`src/rtl/dvs_fifo_pkg.sv`:
```
// Shared types and helpers for the DVS event FIFO serializer.
// No logic; consumed by the top and the lane shifter.
// No flow control of its own.
package dvs_fifo_pkg;

    typedef enum logic {
        IDLE   = 1'b0,
        STREAM = 1'b1
    } state_e;

    localparam int DROP_CNT_W = 16;

    // Number of LANE_W beats needed to carry one event word.
    function automatic int beats(input int dw, input int lw);
        return dw / lw;
    endfunction

endpackage

```
`src/rtl/dvs_lane_shifter.sv`:
```
// Holds the word being streamed and presents it MSB-first, one LANE_W beat at a time.
// Latency: a loaded word shows its first beat the cycle after load.
// Backpressure: beat, last flag and channel tag hold while shift_en is low.
module dvs_lane_shifter
    import dvs_fifo_pkg::*;
#(
    parameter int DWIDTH = 136,
    parameter int LANE_W = 4,
    parameter int CHW    = 1
) (
    input  logic              clk,
    input  logic              rst_n,
    input  logic              load,
    input  logic [DWIDTH-1:0] load_dat,
    input  logic [CHW-1:0]    load_ch,
    input  logic              shift_en,
    output logic [LANE_W-1:0] out_data,
    output logic              out_last,
    output logic [CHW-1:0]    out_ch
);

    localparam int BEATS = beats(DWIDTH, LANE_W);
    localparam int CW    = $clog2(BEATS + 1);

    logic [DWIDTH-1:0] shift_q, shift_d;
    logic [CW-1:0]     cnt_q, cnt_d;
    logic              last_q, last_d;
    logic [CHW-1:0]    ch_q, ch_d;

    // A load (new word) takes priority over shifting the word just finished.
    always_comb begin
        shift_d = shift_q;
        cnt_d   = cnt_q;
        last_d  = last_q;
        ch_d    = ch_q;
        if (load) begin
            shift_d = load_dat;
            cnt_d   = '0;
            last_d  = (BEATS == 1);
            ch_d    = load_ch;
        end else if (shift_en) begin
            shift_d = shift_q << LANE_W;
            cnt_d   = cnt_q + CW'(1);
            last_d  = ((cnt_q + CW'(1)) == CW'(BEATS - 1));
        end
    end

    // Shift register, beat counter and registered last flag.
    always_ff @(posedge clk) begin
        if (!rst_n) begin
            shift_q <= '0;
            cnt_q   <= '0;
            last_q  <= 1'b0;
            ch_q    <= '0;
        end else begin
            shift_q <= shift_d;
            cnt_q   <= cnt_d;
            last_q  <= last_d;
            ch_q    <= ch_d;
        end
    end

    assign out_data = shift_q[DWIDTH-1 -: LANE_W];
    assign out_last = last_q;
    assign out_ch   = ch_q;

endmodule

```
`src/rtl/dvs_evt_fifo_serializer.sv`:
```
// Multi-channel event FIFO feeding a LANE_W-wide serial stream; optional drop counter under DVS_FIFO_DROP_CNT_EN.
// Latency: first beat one cycle after the head becomes visible; words stream back-to-back with no bubble.
// Backpressure: out_ready stalls the stream; writers are never stalled, excess words are dropped and flagged in ovf.
module dvs_evt_fifo_serializer
    import dvs_fifo_pkg::*;
#(
    parameter  int DWIDTH    = 136,
    parameter  int DEPTH     = 16,
    parameter  int NUM_CH    = 2,
    parameter  int LANE_W    = 4,
    parameter  int AFULL_LVL = 12,
    localparam int CHW       = (NUM_CH > 1) ? $clog2(NUM_CH) : 1,
    localparam int NW        = $clog2(DEPTH) + 1
) (
    input  logic                     clk,
    input  logic                     rst_n,
    input  logic [NUM_CH-1:0]        wr_en,
    input  logic [NUM_CH*DWIDTH-1:0] wdata,
    output logic                     out_valid,
    input  logic                     out_ready,
    output logic [LANE_W-1:0]        out_data,
    output logic                     out_last,
    output logic [CHW-1:0]           out_ch,
    output logic [NW-1:0]            numel,
    output logic                     empty,
    output logic                     full,
    output logic                     afull,
    output logic [NUM_CH-1:0]        ovf,
`ifdef DVS_FIFO_DROP_CNT_EN
    output logic [DROP_CNT_W-1:0]    drop_cnt,
`endif
    input  logic                     ovf_clr
);

    localparam int AW = $clog2(DEPTH);

    logic [DWIDTH-1:0] mem_q [DEPTH];
    logic [CHW-1:0]    tag_q [DEPTH];

    logic [AW-1:0]     wr_ptr_q, wr_ptr_d, rd_ptr_q, rd_ptr_d;
    logic [NW-1:0]     numel_q, numel_d;
    logic              empty_q, empty_d, full_q, full_d, afull_q, afull_d;
    logic [NUM_CH-1:0] ovf_q, ovf_d;
    state_e            state_q, state_d;

    logic [NUM_CH-1:0] wr_acc, wr_drop;
    logic [AW-1:0]     wr_addr [NUM_CH];
    logic [NW-1:0]     acc_cnt, free;
    logic              pop, accept, sh_last;

    // Grant writes in ascending channel order against space counted before any pop.
    always_comb begin
        free    = NW'(DEPTH) - numel_q;
        acc_cnt = '0;
        wr_acc  = '0;
        wr_drop = '0;
        for (int c = 0; c < NUM_CH; c++) begin
            wr_addr[c] = wr_ptr_q + acc_cnt[AW-1:0];
            if (wr_en[c]) begin
                if (acc_cnt < free) begin
                    wr_acc[c] = 1'b1;
                    acc_cnt   = acc_cnt + NW'(1);
                end else begin
                    wr_drop[c] = 1'b1;
                end
            end
        end
    end

    // Pop/stream control: pop on idle with data, or chain the next word on the last beat.
    always_comb begin
        state_d = state_q;
        pop     = 1'b0;
        accept  = (state_q == STREAM) && out_ready;
        case (state_q)
            IDLE: begin
                if (!empty_q) begin
                    pop     = 1'b1;
                    state_d = STREAM;
                end
            end
            STREAM: begin
                if (accept && sh_last) begin
                    if (!empty_q) pop = 1'b1;
                    else          state_d = IDLE;
                end
            end
            default: state_d = IDLE;
        endcase
    end

    // Pointer, occupancy, flag and sticky overflow next-state; a new drop beats ovf_clr.
    always_comb begin
        wr_ptr_d = wr_ptr_q + acc_cnt[AW-1:0];
        rd_ptr_d = pop ? rd_ptr_q + AW'(1) : rd_ptr_q;
        numel_d  = numel_q + acc_cnt - NW'(pop);
        empty_d  = (numel_d == '0);
        full_d   = (numel_d == NW'(DEPTH));
        afull_d  = (numel_d >= NW'(AFULL_LVL));
        ovf_d    = (ovf_clr ? '0 : ovf_q) | wr_drop;
    end

    // Control state registers.
    always_ff @(posedge clk) begin
        if (!rst_n) begin
            wr_ptr_q <= '0;
            rd_ptr_q <= '0;
            numel_q  <= '0;
            empty_q  <= 1'b1;
            full_q   <= 1'b0;
            afull_q  <= 1'b0;
            ovf_q    <= '0;
            state_q  <= IDLE;
        end else begin
            wr_ptr_q <= wr_ptr_d;
            rd_ptr_q <= rd_ptr_d;
            numel_q  <= numel_d;
            empty_q  <= empty_d;
            full_q   <= full_d;
            afull_q  <= afull_d;
            ovf_q    <= ovf_d;
            state_q  <= state_d;
        end
    end

    // Event storage with channel tags; contents survive reset.
    always_ff @(posedge clk) begin
        for (int c = 0; c < NUM_CH; c++) begin
            if (wr_acc[c]) begin
                mem_q[wr_addr[c]] <= wdata[c*DWIDTH +: DWIDTH];
                tag_q[wr_addr[c]] <= CHW'(c);
            end
        end
    end

`ifdef DVS_FIFO_DROP_CNT_EN
    logic [DROP_CNT_W-1:0] drop_cnt_q, drop_cnt_d;
    logic [DROP_CNT_W:0]   drop_sum;
    logic [DROP_CNT_W:0]   drop_num;

    // Saturating total of dropped words; ovf_clr restarts the count from this cycle's drops.
    always_comb begin
        drop_num = '0;
        for (int c = 0; c < NUM_CH; c++) begin
            drop_num = drop_num + {{DROP_CNT_W{1'b0}}, wr_drop[c]};
        end
        drop_sum = {1'b0, drop_cnt_q} + drop_num;
        if (ovf_clr)                drop_cnt_d = drop_num[DROP_CNT_W-1:0];
        else if (drop_sum[DROP_CNT_W]) drop_cnt_d = '1;
        else                        drop_cnt_d = drop_sum[DROP_CNT_W-1:0];
    end

    // Drop counter register.
    always_ff @(posedge clk) begin
        if (!rst_n) drop_cnt_q <= '0;
        else        drop_cnt_q <= drop_cnt_d;
    end

    assign drop_cnt = drop_cnt_q;
`endif

    dvs_lane_shifter #(
        .DWIDTH (DWIDTH),
        .LANE_W (LANE_W),
        .CHW    (CHW)
    ) u_shifter (
        .clk      (clk),
        .rst_n    (rst_n),
        .load     (pop),
        .load_dat (mem_q[rd_ptr_q]),
        .load_ch  (tag_q[rd_ptr_q]),
        .shift_en (accept),
        .out_data (out_data),
        .out_last (sh_last),
        .out_ch   (out_ch)
    );

    assign out_valid = (state_q == STREAM);
    assign out_last  = sh_last;
    assign numel     = numel_q;
    assign empty     = empty_q;
    assign full      = full_q;
    assign afull     = afull_q;
    assign ovf       = ovf_q;

endmodule

```
`config.mk`:
```
export PLATFORM = sky130hd
export DESIGN_NAME = dvs_evt_fifo_serializer
export DESIGN_NICKNAME = d
export VERILOG_FILES = /design/src/rtl/dvs_fifo_pkg.sv /design/src/rtl/dvs_lane_shifter.sv /design/src/rtl/dvs_evt_fifo_serializer.sv
export SDC_FILE = /design/constraint.sdc
export NUM_CORES = 2
export LEC_CHECK = 0
export BUFFER_PORTS_ARGS = -buffer_cell sky130_fd_sc_hd__buf_2
export CAP_MARGIN = 10
export CELL_PAD_IN_SITES_DETAIL_PLACEMENT = 1
export CELL_PAD_IN_SITES_GLOBAL_PLACEMENT = 1
export CORE_MARGIN = 2
export CORE_UTILIZATION = 61
export CTS_BUF_LIST = sky130_fd_sc_hd__clkbuf_4
export DETAILED_ROUTE_END_ITERATION = 16
export PLACE_DENSITY = 0.95
export SLEW_MARGIN = 5
export SYNTH_ARGS = -nofsm -noshare
export SYNTH_HDL_FRONTEND = slang
export SYNTH_HIERARCHICAL = 1
export SYNTH_SLANG_ARGS = --single-unit
```
`constraint.sdc`:
```
create_clock -name clk -period 27.3 [get_ports clk]
set_input_delay 1.365 -clock clk [delete_from_list [all_inputs] [get_ports clk]]
set_output_delay 1.365 -clock clk [all_outputs]
set_load 0.05 [all_outputs]
```
---- Yosys cells after proc, flatten, opt, wreduce, memory -nomap -nowiden ----
Memory sizes are Yosys's and may differ from the RTL's. A register that Yosys moved wholly into a read port is not among the register bits.
Cells that the tools add are included.
storage, ports and cells
  register bits ........................... 162
  RAM bits ................................ 2192
  input bits .............................. 278
  word-level logic and storage cells ...... 61
  memories ................................ 2
memories
  name   words  bits a word  read ports  clocked after memory_dff  wr ports  RTL line                       text
  mem_q  16     136          1           1                         2         dvs_evt_fifo_serializer.sv:37  logic [DWIDTH-1:0] mem_q [DEPTH];
  tag_q  16     1            1           1                         2         dvs_evt_fifo_serializer.sv:38  logic [CHW-1:0] tag_q [DEPTH];
operators by class
  add/sub/neg operators ................... 8
  order comparisons ....................... 3
  equal/unequal tests ..................... 2
  multiplexer cells ....................... 26
  bitwise gates (word level) .............. 3
  reductions and logical operators ........ 6
operators by type and width
  cell                   number
  $mux W136              2
  $mux W1                17
  $mux W5                2
  $add A4 B4 Y4          2
  $mux W4                2
  $add A6 B1 Y6 const B  1
  $eq A6 B6 Y1 const B   1
  $add A5 B1 Y5 const B  1
  $add A5 B5 Y5          1
  $eq A5 B5 Y1 const B   1
  $ge A5 B4 Y1 const B   1
  $logic_not A5 Y1       1
  $lt A1 B5 Y1 const A   1
  $lt A5 B5 Y1           1
  $sub A5 B1 Y5          1
  $sub A5 B5 Y5 const A  1
  $add A4 B1 Y4 const B  1
  $pmux W1 S2            2
  $logic_and A1 B1 Y1    2
  $mux W2                1
  $not A1 Y1             2
  $or A2 B2 Y2           1
  $reduce_bool A2 Y1     1
  $reduce_or A2 Y1       1
  $logic_not A1 Y1       1

---- Longest topological paths before layout ----
  depth after elaboration ................. 10
  mapped depth ............................ 17

---- By module ----
Netlist, hierarchy kept.
modules (own cells, without submodules)
  module                   times used  cells an instance  area an instance (um2)
  dvs_evt_fifo_serializer  1           6131               113706.6
  dvs_lane_shifter         1           782                6847.8

---- Worst setup path after synthesis ----
No wires, ideal clock.
  path type ............................... register to register
  start ................................... reg numel_q[0] (netlist: numel[0])
  end ..................................... mem mem_q[3][0] (enable)
  setup time .............................. 0.821 ns
  data arrival time ....................... 11.477 ns
  setup slack ............................. 15.001 ns
  stages on the path, launching flop included .. 7
  clock period less this slack ............ 12.299 ns
  path through ............................ dfxtp_1 -> inv_1 -> ha_1 -> nor3b_2 -> a21oi_4 -> o311ai_0 -> o21ai_0
RTL lines
  element                 RTL line                        text
  start, declared         dvs_evt_fifo_serializer.sv:41   logic [NW-1:0] numel_q, numel_d;
  start signal, assigned  dvs_evt_fifo_serializer.sv:117  numel_q <= numel_d;
  end, declared           dvs_evt_fifo_serializer.sv:37

==> results.md <==
* Clock Power Share at 28.6%
* Nets at 7486
* Residual DRC at 0
* Setup TNS Final at 0 ps
* Cts hold-fix bufs at 0
* Initial Utilization at 61.25%
* PortBufs at 294
* Clock Pin Slew Worst Setup and Hold Paths at 80 ps
* CTS tree: done
* Minimum clock period at 7556 ps
* Kind of critical path: reg2reg
* Routed WL at 482.4 mm
* CP required at 28490 ps
* Gr busiest metal: met2
* Num CTS Buffers at 627
* Die Wd at 448.6 um
* H-tree depth at 6
* Clock skew at 177.8 ps
* Avg Inst Size Synth at 17.44 um2
* Final hold vios at 0
* Vias at 81.06k
* Yosys warning total at 6
* CP arrival at 8740 ps
* Outcome: finished, violations left
* Unique masters post-synth at 59
* Number of flops mapped to enable cells by yosys at 2176
* DP Wirelength at 203.8 mm
* Antenna-violating nets left at 0
* Crit share post-route at 27.68%
* Post-CTS sizing at 0
* Most frequent cells in the layout: 2176 x edfxtp_1, 1378 x mux2_2, 975 x clkbuf_4
* Sequential area share after synthesis at 57.24%
* Pin count of the biggest net entering global routing at 126
* Most common cell after layout, fill and taps aside: edfxtp_1
* Max Slew Vio Count at 90
* Total track usage at 43.08%
* Fmax at 132.3 MHz
* Met1 Use GR at 49.98%
* Maxcap violations at 0
* Cell Area, Synth at 0.1206 mm2
* Static Leak at 44.18 nW
* NetSw at 4.770 mW
* Mapped Cells at 6913
* DRT iter0 DRCs at 14.49k
* Share of cells above drive strength 1 at 50.49%
* Power Density at 97.84 mW/mm2
* # rows at 163
* Initial antenna violation count at 85
* Met3 Track Usage GR at 11.85%
* CP max FO at 51
* Final Wtd Congestion at 0.8026
* Vias in the first global route at 84.35k
* Max_slew headroom at -11.42%
* Initial DRT Pass Iterations at 6
* Max VDD drop at 145.3 uV
* Logic pwr share at 32.1%
* Post-CTS setup buffers at 0
* Root Buffer: clkbuf_4
* Worst Setup End Kind: register
* Sw Share at 37.42%
* Io pins at 295
* Post-synth top flop: edfxtp_1
* Longest Clk Path Bufs at 4
* Wirelength per Cell at 46.47 um
* Failing checks: max-slew violations
* Synth Net Count at 7208
* Fill cells at 16.62k
* Die height at 448.6 um
* Post-synthesis async set-or-reset flop share at 0%
* Finish-stage setup viols at 0
* Area Overhead vs Synth at 8.060%
* Slew @ Worst Pin at 1671 ps
* First-pass GRT wire length at 626.6 mm
* Grt ovf at 0
* Internal power consumption at 7.976 mW
* Clk_lat worst skew at 1630 ps
* Core area at 0.1968 mm2
* Met2 usage at 68.00%
* RSZ-0062 raised after global routing: false
* Sequential Power Share at 39.3%
* Clock sink count at 2359
* Via density at 7.810
* CP startpoint kind: register
* Yosys reg bits at 2359
* Hold Crit Class: in2reg
* DIE AREA at 0.2012 mm2
* Hold Slack at 241.9 ps
==> Yosys cell counts, types with 4 or more instances <==
library cell     n  area share [%]
mux2i_1        197             1.6
nand3_4         10            0.15
mux2_4         400             5.0
ha_1            15            0.16
a21o_1           7           0.044
xor2_1           6           0.044
a22oi_1          4           0.025
xnor2_1          8           0.058
buf_4           37            0.23
edfxtp_1      2176              54
o21ai_0        152            0.63
buf_1           36            0.11
nor2_1          12           0.037
buf_2          108            0.45
dfxtp_1        183             3.0
mux4_2         624              12
buf_6          144             1.3
nand2b_1        10           0.052
or3_1            6           0.031
nand4_1          5           0.026
o311ai_0         4           0.029
nor2b_1         72            0.37
a211oi_1        61            0.38
a21oi_1         71            0.29
clkbuf_1       397             1.2
and2_1         147            0.76
mux2_1         399             3.7
nand2_1        153            0.48
inv_1           19           0.059
buf_12          33            0.55
mux2_2        1378              13
==> worst max-delay path, cell delays in order (launching register included) <==
cell and delay [ps]:
dfxtp_1 570, inv_1 150, ha_1 380, nor4b_4 330, a21oi_4 110, or3_1 430
and2_1 240, ha_1 300, ha_1 330, a21boi_0 180, mux2_2 360, o2bb2ai_2 240
nand3_4 170, buf_4 830, buf_4 880, buf_4 1110, mux2_2 430
==> path summary, 6_finish.rpt <==
check	start	endpoint	slack, ps	cells after the start
hold reg to reg	empty	out_valid	500	1
setup / recovery	numel[0]	mem_q[0][81]	19740	16
hold / removal	ovf_clr	ovf[1]	240	4
setup reg to reg	numel[0]	mem_q[0][81]	19740	16
==> sequential cells by signal (all words and copies together), names as in the netlist, named ones only <==
| name | count |
|---|---|
| rd_ptr_q | 4 |
| wr_ptr_q | 4 |
| numel | 5 |
| u_shifter/out_last | 1 |
| u_shifter/cnt_q | 6 |
| afull | 1 |
| full | 1 |
| u_shifter/out_ch | 1 |
| mem_q | 2176 |
| out_valid | 1 |
| u_shifter/shift_q | 136 |
| empty | 1 |
| tag_q | 16 |
| ovf | 2 |
==> stage by stage <==
step	worst slack, ps	utilization, %	total power, mW	instances	area, um2
after floorplan	15000	-	7.539	6913	120600
final	19740	66.19	12.75	10380	130300
after CTS	20280	66.08	12.22	10300	130000
after detailed placement	20460	61.95	8.587	9201	121900
after global routing	19820	66.16	12.85	10360	130200
after global placement	20710	61.95	8.281	9201	121900
==> area by class of cell <==
class	instances	area (um2)	share of cell area, %
Sequential cell	2359	69020	52.98
Multi-Input combinational cell	3780	46950	36.04
Clock buffer	975	7320	5.619
Tap cell	2640	3303	2.536
Timing Repair Buffer	404	2611	2.004
Clock inverter	122	797.0	0.6118
Antenna cell	81	202.7	0.1556
Inverter	19	71.32	0.05475
==> logic make-up (layout without fill, tap and decap cells) <==
group,Yosys count,in the layout,synth area share [%]
and+or+nand+nor,436,436,2.079
adders and majority gates,17,17,0.1889
AOI/OAI and AO/OA,314,314,1.524
DFF,2359,2359,57.24
other,0,81,0
buffers and inverters,774,1520,3.979
xor gates and xnor gates,15,15,0.1152
muxes,2998,2998,34.87
==> power groups by stage <==
stage          Clock (mW)  Sequential, mW  Combinational (mW)
4_1_cts              3.47            4.94                3.81
6_report             3.65            5.00                4.09
5_1_grt              3.74            5.01                4.10
2_1_floorplan           0            4.98                2.56
3_5_place_dp            0            4.97                3.62
3_3_place_gp            0            4.91                3.38
==> per-layer routing <==
metal / vias up / share of wire, %
met5: - / 0.080
met4: 56 / 10
met1: 39680 / 30
met2: 9621 / 45
met3: 3324 / 14
li1: 28380 / -
Power figures use the tool's default switching activity.
